[src/rtl/fetch_stage.sv]
// Instruction fetch stage: single-outstanding request FSM that feeds the IF/ID register.
// A one-entry skid buffer catches a returning word while decode is stalled.
module fetch_stage #(
    parameter logic [31:0] RESET_PC  = 32'h0000_0000,
    parameter logic [31:0] NOP_INSTR = 32'h0000_0013
) (
    input  logic        clk,
    input  logic        rst_n,
    input  logic        stall_if,
    input  logic        stall_id,
    input  logic        flush_branch,
    input  logic        flush_jump,
    input  logic [31:0] redirect_pc,
    output logic        imem_req_valid,
    input  logic        imem_req_ready,
    output logic [31:0] imem_addr,
    input  logic        imem_rsp_valid,
    input  logic [31:0] imem_rsp_data,
    output logic        id_valid,
    output logic [31:0] id_pc,
    output logic [31:0] id_pc_plus4,
    output logic [31:0] id_instr
);

    typedef enum logic [1:0] {
        S_IDLE,
        S_REQ,
        S_WAIT,
        S_HOLD
    } state_t;

    state_t      state_q, state_d;
    logic [31:0] pc_q, pc_d;
    logic [31:0] inflight_pc_q, inflight_pc_d;
    logic        drop_q, drop_d;
    logic [31:0] skid_q, skid_d;
    logic        id_valid_q, id_valid_d;
    logic [31:0] id_pc_q, id_pc_d;
    logic [31:0] id_instr_q, id_instr_d;

    logic        redirect;
    logic [31:0] target_pc;
    logic        req_valid;
    logic        accept;
    logic        id_free;
    logic        deliver;
    logic [31:0] deliver_pc;
    logic [31:0] deliver_instr;

    always_comb begin
        redirect      = flush_branch | flush_jump;
        target_pc     = redirect_pc & ~32'h0000_0003;
        req_valid     = (state_q == S_REQ) && !stall_if && !redirect;
        accept        = req_valid && imem_req_ready;
        id_free       = !id_valid_q || !stall_id;

        state_d       = state_q;
        pc_d          = pc_q;
        inflight_pc_d = inflight_pc_q;
        drop_d        = drop_q;
        skid_d        = skid_q;
        deliver       = 1'b0;
        deliver_pc    = inflight_pc_q;
        deliver_instr = imem_rsp_data;

        case (state_q)
            S_IDLE: begin
                state_d = S_REQ;
                pc_d    = redirect ? target_pc : RESET_PC;
            end
            S_REQ: begin
                if (redirect) begin
                    pc_d = target_pc;
                end else if (accept) begin
                    inflight_pc_d = pc_q;
                    pc_d          = pc_q + 32'd4;
                    state_d       = S_WAIT;
                end
            end
            S_WAIT: begin
                // A word arriving in the redirect cycle belongs to the old path, so it is dropped here too.
                if (redirect) begin
                    pc_d = target_pc;
                    if (imem_rsp_valid) begin
                        drop_d  = 1'b0;
                        state_d = S_REQ;
                    end else begin
                        drop_d = 1'b1;
                    end
                end else if (imem_rsp_valid) begin
                    if (drop_q) begin
                        drop_d  = 1'b0;
                        state_d = S_REQ;
                    end else if (id_free) begin
                        deliver = 1'b1;
                        state_d = S_REQ;
                    end else begin
                        skid_d  = imem_rsp_data;
                        state_d = S_HOLD;
                    end
                end
            end
            S_HOLD: begin
                if (redirect) begin
                    pc_d    = target_pc;
                    state_d = S_REQ;
                end else if (!stall_id) begin
                    deliver       = 1'b1;
                    deliver_instr = skid_q;
                    state_d       = S_REQ;
                end
            end
            default: state_d = S_IDLE;
        endcase

        id_valid_d = id_valid_q;
        id_pc_d    = id_pc_q;
        id_instr_d = id_instr_q;
        if (redirect) begin
            id_valid_d = 1'b0;
        end else if (!(stall_id && id_valid_q)) begin
            if (deliver) begin
                id_valid_d = 1'b1;
                id_pc_d    = deliver_pc;
                id_instr_d = deliver_instr;
            end else begin
                id_valid_d = 1'b0;
            end
        end
    end

    always_ff @(posedge clk or negedge rst_n) begin
        if (!rst_n) begin
            state_q       <= S_IDLE;
            pc_q          <= RESET_PC;
            inflight_pc_q <= 32'h0000_0000;
            drop_q        <= 1'b0;
            skid_q        <= 32'h0000_0000;
            id_valid_q    <= 1'b0;
            id_pc_q       <= 32'h0000_0000;
            id_instr_q    <= NOP_INSTR;
        end else begin
            state_q       <= state_d;
            pc_q          <= pc_d;
            inflight_pc_q <= inflight_pc_d;
            drop_q        <= drop_d;
            skid_q        <= skid_d;
            id_valid_q    <= id_valid_d;
            id_pc_q       <= id_pc_d;
            id_instr_q    <= id_instr_d;
        end
    end

    assign imem_req_valid = req_valid;
    assign imem_addr      = pc_q;
    assign id_valid       = id_valid_q;
    assign id_pc          = id_pc_q;
    assign id_pc_plus4    = id_pc_q + 32'd4;
    assign id_instr       = id_valid_q ? id_instr_q : NOP_INSTR;

endmodule
[config.mk]
export PLATFORM = sky130hd
export DESIGN_NAME = fetch_stage
export DESIGN_NICKNAME = d
export VERILOG_FILES = /design/src/rtl/fetch_stage.sv
export SDC_FILE = /design/constraint.sdc
export NUM_CORES = 1
export LEC_CHECK = 0
export CAP_MARGIN = 5
export CORE_UTILIZATION = 45
export DETAILED_ROUTE_END_ITERATION = 10
export PLACE_DENSITY = 0.86
export RECOVER_POWER = 50
export SYNTH_ARGS = -nofsm -noshare
export SYNTH_HDL_FRONTEND = slang
export SYNTH_SLANG_ARGS = --single-unit
[constraint.sdc]
create_clock -name clk -period 6.86 [get_ports clk]
set_input_delay 1.372 -clock clk [delete_from_list [all_inputs] [get_ports clk]]
set_output_delay 1.372 -clock clk [all_outputs]
set_load 0.02 [all_outputs]
* Word-level counts from Yosys, hierarchy flattened
Index checks and enable logic that the tools add are counted. W data, S select, Z words.
Word-level totals: output and inout port bits 130, word-level logic and storage cells 74, bits of input ports 72, register bits 164
Operators by class: $add $sub $neg 2, bitwise operators 5, equality and inequality tests 10, multiplexer cells 31, reductions and logical operators 18
Operators with widths (count):
- $mux W32 | 7
- $pmux W32 S3 | 1
- $add A32 B3 Y32 const B | 2
- $mux W2 | 9
- $mux W1 | 12
- $ne A2 B2 Y1 const B | 4
- $pmux W2 S4 | 1
- $ne A3 B3 Y1 const B | 2
- $reduce_and A3 Y1 | 2
- $reduce_and A5 Y1 | 1
- $eq A2 B2 Y1 const B | 2
- $logic_and A1 B1 Y1 | 4
- $logic_not A1 Y1 | 4
- $not A1 Y1 | 4
- $reduce_and A2 Y1 | 2
- $reduce_and A4 Y1 | 1
- $eq A2 B1 Y1 const B | 1
- $logic_not A2 Y1 | 1
- $ne A2 B1 Y1 const B | 1
- $pmux W1 S2 | 1
- $reduce_bool A2 Y1 | 1
- $reduce_or A2 Y1 | 1
- $logic_or A1 B1 Y1 | 1
- $or A1 B1 Y1 | 1

* Longest topological paths before layout
depth after elaboration 10, gate-level depth with buffers 11, gate-level depth less buffers 7

* Worst setup path before layout
Ideal clock, no wire load.
path kind register -> output, start reg id_pc_q[2] (netlist: id_pc[2]), end out id_pc_plus4[28], data required time 5488 ps, buffers on the path 0, arrival time 2029 ps, path slack 3459 ps, cell stages (with the launch flop) 7, cells stage by stage dfrtp_1 > ha_1 > and3_1 > and4_1 > nor2b_1 > nand4_1 > xnor2_1
On the way: longest elaborated chain between the ends 1
Ends and longest elaborated chain:
- start: declaration | RTL line 38 | logic [31:0] id_pc_q, id_pc_d;
- start signal: assignment | RTL line 149 | id_pc_q <= id_pc_d;
- $add A32 B3 Y32 | RTL line 158 | assign id_pc_plus4 = id_pc_q + 32'd4;
- end: declaration | RTL line 21 | output logic [31:0] id_pc_plus4,
Every way passes these cells.

==> qor.json <==
{
  "outcome": {
    "run_status": "finished, violations left",
    "failing_checks": "capacitance limit, slew limit"
  },
  "synthesis": {
    "yosys_register_bits": 158,
    "yosys_warning_total": 0,
    "synth_top_cells_by_area": "dfrtp_1 49%, mux2_2 13%, mux2i_1 4.6%",
    "synth-edff-count": 0,
    "asr_flop_ratio_synth_pct": 100.0,
    "synth_flop_cell": "dfrtp_1",
    "postSynthAreaPerCell_um2": 10.68,
    "syn-cell-area_um2": 7904,
    "synth.largest_area_cell": "dfrtp_1",
    "post_synth_inst_count": 740,
    "seq_total_area_yosys_pct": 50.07,
    "yosys.cell_types.count": 57,
    "synth.top_cell.area_share_pct": 49.07
  },
  "setup_path": {
    "crit_slowest_cell": "clkbuf_1",
    "timing.critical_path.cells": "buf_6, clkbuf_1",
    "crit_path_start_kind": "input port",
    "critical_path.max_fanout": 91,
    "crit_arrival_ps": 4680,
    "cp.required_ps": 6570,
    "critical-path-top-delay-family": "buffers and inverters",
    "worstSetupPathType": "in2async",
    "worst_setup_path_end_kind": "asynchronous set/reset pin",
    "combined_buffer_and_inverter_count_along_the_critical_path": 2,
    "timing.critical_path.slowest_cell_delay_ps": 2570
  },
  "sta": {
    "report.final.setup_viol": 0,
    "rsz0062_at_grt": "no",
    "slew_headroom_pct": -138.0,
    "achievable-frequency_mhz": 201.3,
    "final.setup.tns_ps": 0,
    "worst_clock_skew_ps": 7.917,
    "worst_slew_pin_slew_ps": 3570,
    "slew_violations": 138,
    "fin_crit_sh_pct": 72.41,
    "finalWorstPathRequiredPeriod_ps": 4967,
    "hold_violations": 0
  },
  "floorplanning": {
    "rows": 48,
    "ios": 202,
    "initial_core_util_pct": 45.86,
    "die-height_um": 134.5,
    "die-area_um2": 18100,
    "core_area_um2": 17240,
    "dieWidth_um": 134.5
  },
  "final_layout": {
    "area_delta_synth_final_pct": 34.61,
    "most_common_cell_after_layout_fill_and_taps_aside": "clkdlybuf4s50_1",
    "nets": 997,
    "final_area_um2": 10640,
    "final_core_utilization_pct": 61.72,
    "commonest_non_fill_non_tap_cells_in_the_layout": "171 x clkdlybuf4s50_1, 155 x dfrtp_1, 87 x mux2_2",
    "fraction_of_final_layout_cells_sized_beyond_drive_strength_1_pct": 14.16,
    "insertedDiodeCount": 0,
    "ff_latch_area_um2": 3958,
    "multiInputGateArea_um2": 3739,
    "fill_cells": 1351
  },
  "routing": {
    "routed-via-count": 6494,
    "first_pass_iters": 5,
    "drt_wl_total_um": 20910,
    "routed_wire_length_per_instance_um": 18.07,
    "route.detailed.vias_per_inst": 5.613,
    "drc_errors": 0,
    "detail_route_antenna_nets": 0,
    "drt_first_iter_violations": 418
  },
  "clocking": {
    "cts-root-to-sink-buffers": 2,
    "htreeDepth": 4,
    "clock-sinks": 158,
    "clkSlewWorstSetupHoldPaths_ps": 60,
    "cts_made_buffers": 17,
    "cts_hold_buffers": 0,
    "postCtsSetupBuffers": 0,
    "cts-root-buf": "clkbuf_16",
    "cts_tree": "yes",
    "post_cts_resize_count": 0,
    "clock_latency_reported_for_the_late_side_of_the_worst_skew_pair_ps": 420
  },
  "pwr": {
    "cellPowerDensity_nw_per_um2": 400.8,
    "cellLeakagePower_nw": 4.823,
    "ir_worst_vdd_mv": 0.2228
  },
  "place": {
    "place_area_um2": 10020,
    "gpl.final_weighted_congestion": 0.8620,
    "io_buffer_count": 193,
    "dp_hpwl_um": 14390
  },
  "job": {
    "cap_violations": 3
  },
  "global_routing": {
    "grt_first_pass_wirelength_um": 32790,
    "pin_count_of_the_biggest_net_entering_global_routing": 92,
    "gr-total-overflow": 0,
    "antenna_found_initial": 0,
    "vias_in_the_first_global_route": 6227,
    "globalRouteTotalUtil_pct": 23.45
  },
  "hold_path": {
    "worst_hold_path_type": "reg2reg"
  }
}
-- cell usage after synthesis, types with 6 or more instances --
cell type	number
dfrtp_1	155
mux2_2	88
nand2_1	80
o21ai_0	60
mux2i_1	36
clkbuf_1	32
and2_1	31
nor2_1	27
xnor2_1	22
nand3_1	19
a21oi_1	17
nand4_1	17
inv_1	11
nor3_1	11
nor4_1	10
a221o_1	8
and4_1	8
nand2b_1	8
xor2_1	8
a31oi_1	6
and3_1	6
buf_4	6
ha_1	6
-- flip-flops by register name, summed over array words and instances, names as in the netlist --
| name | cells |
|---|---|
| id_valid | 1 |
| imem_addr | 30 |
| drop_q | 1 |
| skid_q | 32 |
| state_q | 2 |
| deliver_pc | 30 |
| id_instr_q | 32 |
| id_pc | 30 |
-- cell type report --
type | count | area share, %
Sequential cell | 158 | 37.20
Multi-Input combinational cell | 530 | 35.14
Timing Repair Buffer | 201 | 18.68
Clock buffer | 18 | 4.128
Tap cell | 225 | 2.646
Clock inverter | 14 | 1.823
Inverter | 11 | 0.3881
-- path summary, 6_finish.rpt --
kind | startpoint | cells after the start | slack, ps | endpoint
max | rst_n | 2 | 1890 | id_instr_q[29]
min in group asynchronous | rst_n | 1 | 1020 | id_instr_q[23]
max reg2reg | state_q[1] | 6 | 3260 | imem_addr[21]
max in group clk | id_pc[2] | 7 | 2300 | id_pc_plus4[30]
min | id_instr_q[0] | 2 | 470 | id_instr_q[0]
min reg2reg | id_instr_q[0] | 2 | 470 | id_instr_q[0]
-- routing by layer --
layer	vias up	GRT usage (%)	wire length, um
met5	-	0	0
met4	0	9.426	575
met2	243	38.95	10420
met1	3195	30.25	8750
li1	3014	-	-
met3	42	4.505	1165
-- where the power goes --
group	internal [mW]	leakage, nW	switching (mW)
clock	0.598	0.313	0.411
sequential	1.27	2.07	0.378
combinational	0.789	2.44	0.814
total	2.66	4.82	1.60
-- cells by family after synthesis --
| kind of cell | synth area share [%] |
|---|---|
| compound gates | 9.768 |
| fa+ha+maj | 0.9498 |
| other cells | 0.04745 |
| mux | 17.10 |
| buf+inv | 3.039 |
| xor+xnor | 3.324 |
| simple gates | 15.70 |
| flops | 50.07 |
-- stage by stage --
step	hold WS (ps)	setup slack, ps	std cells	power [mW]
finish	474.4	1893	1157	4.264
detailed placement	465.2	2445	1125	3.278
floorplan	442.4	3459	745	2.469
global route	502.0	1146	1157	4.480
CTS	479.8	2295	1157	4.296
global placement	454.3	2439	1125	3.203
Note: power is estimated with default switching activity, not from simulation.
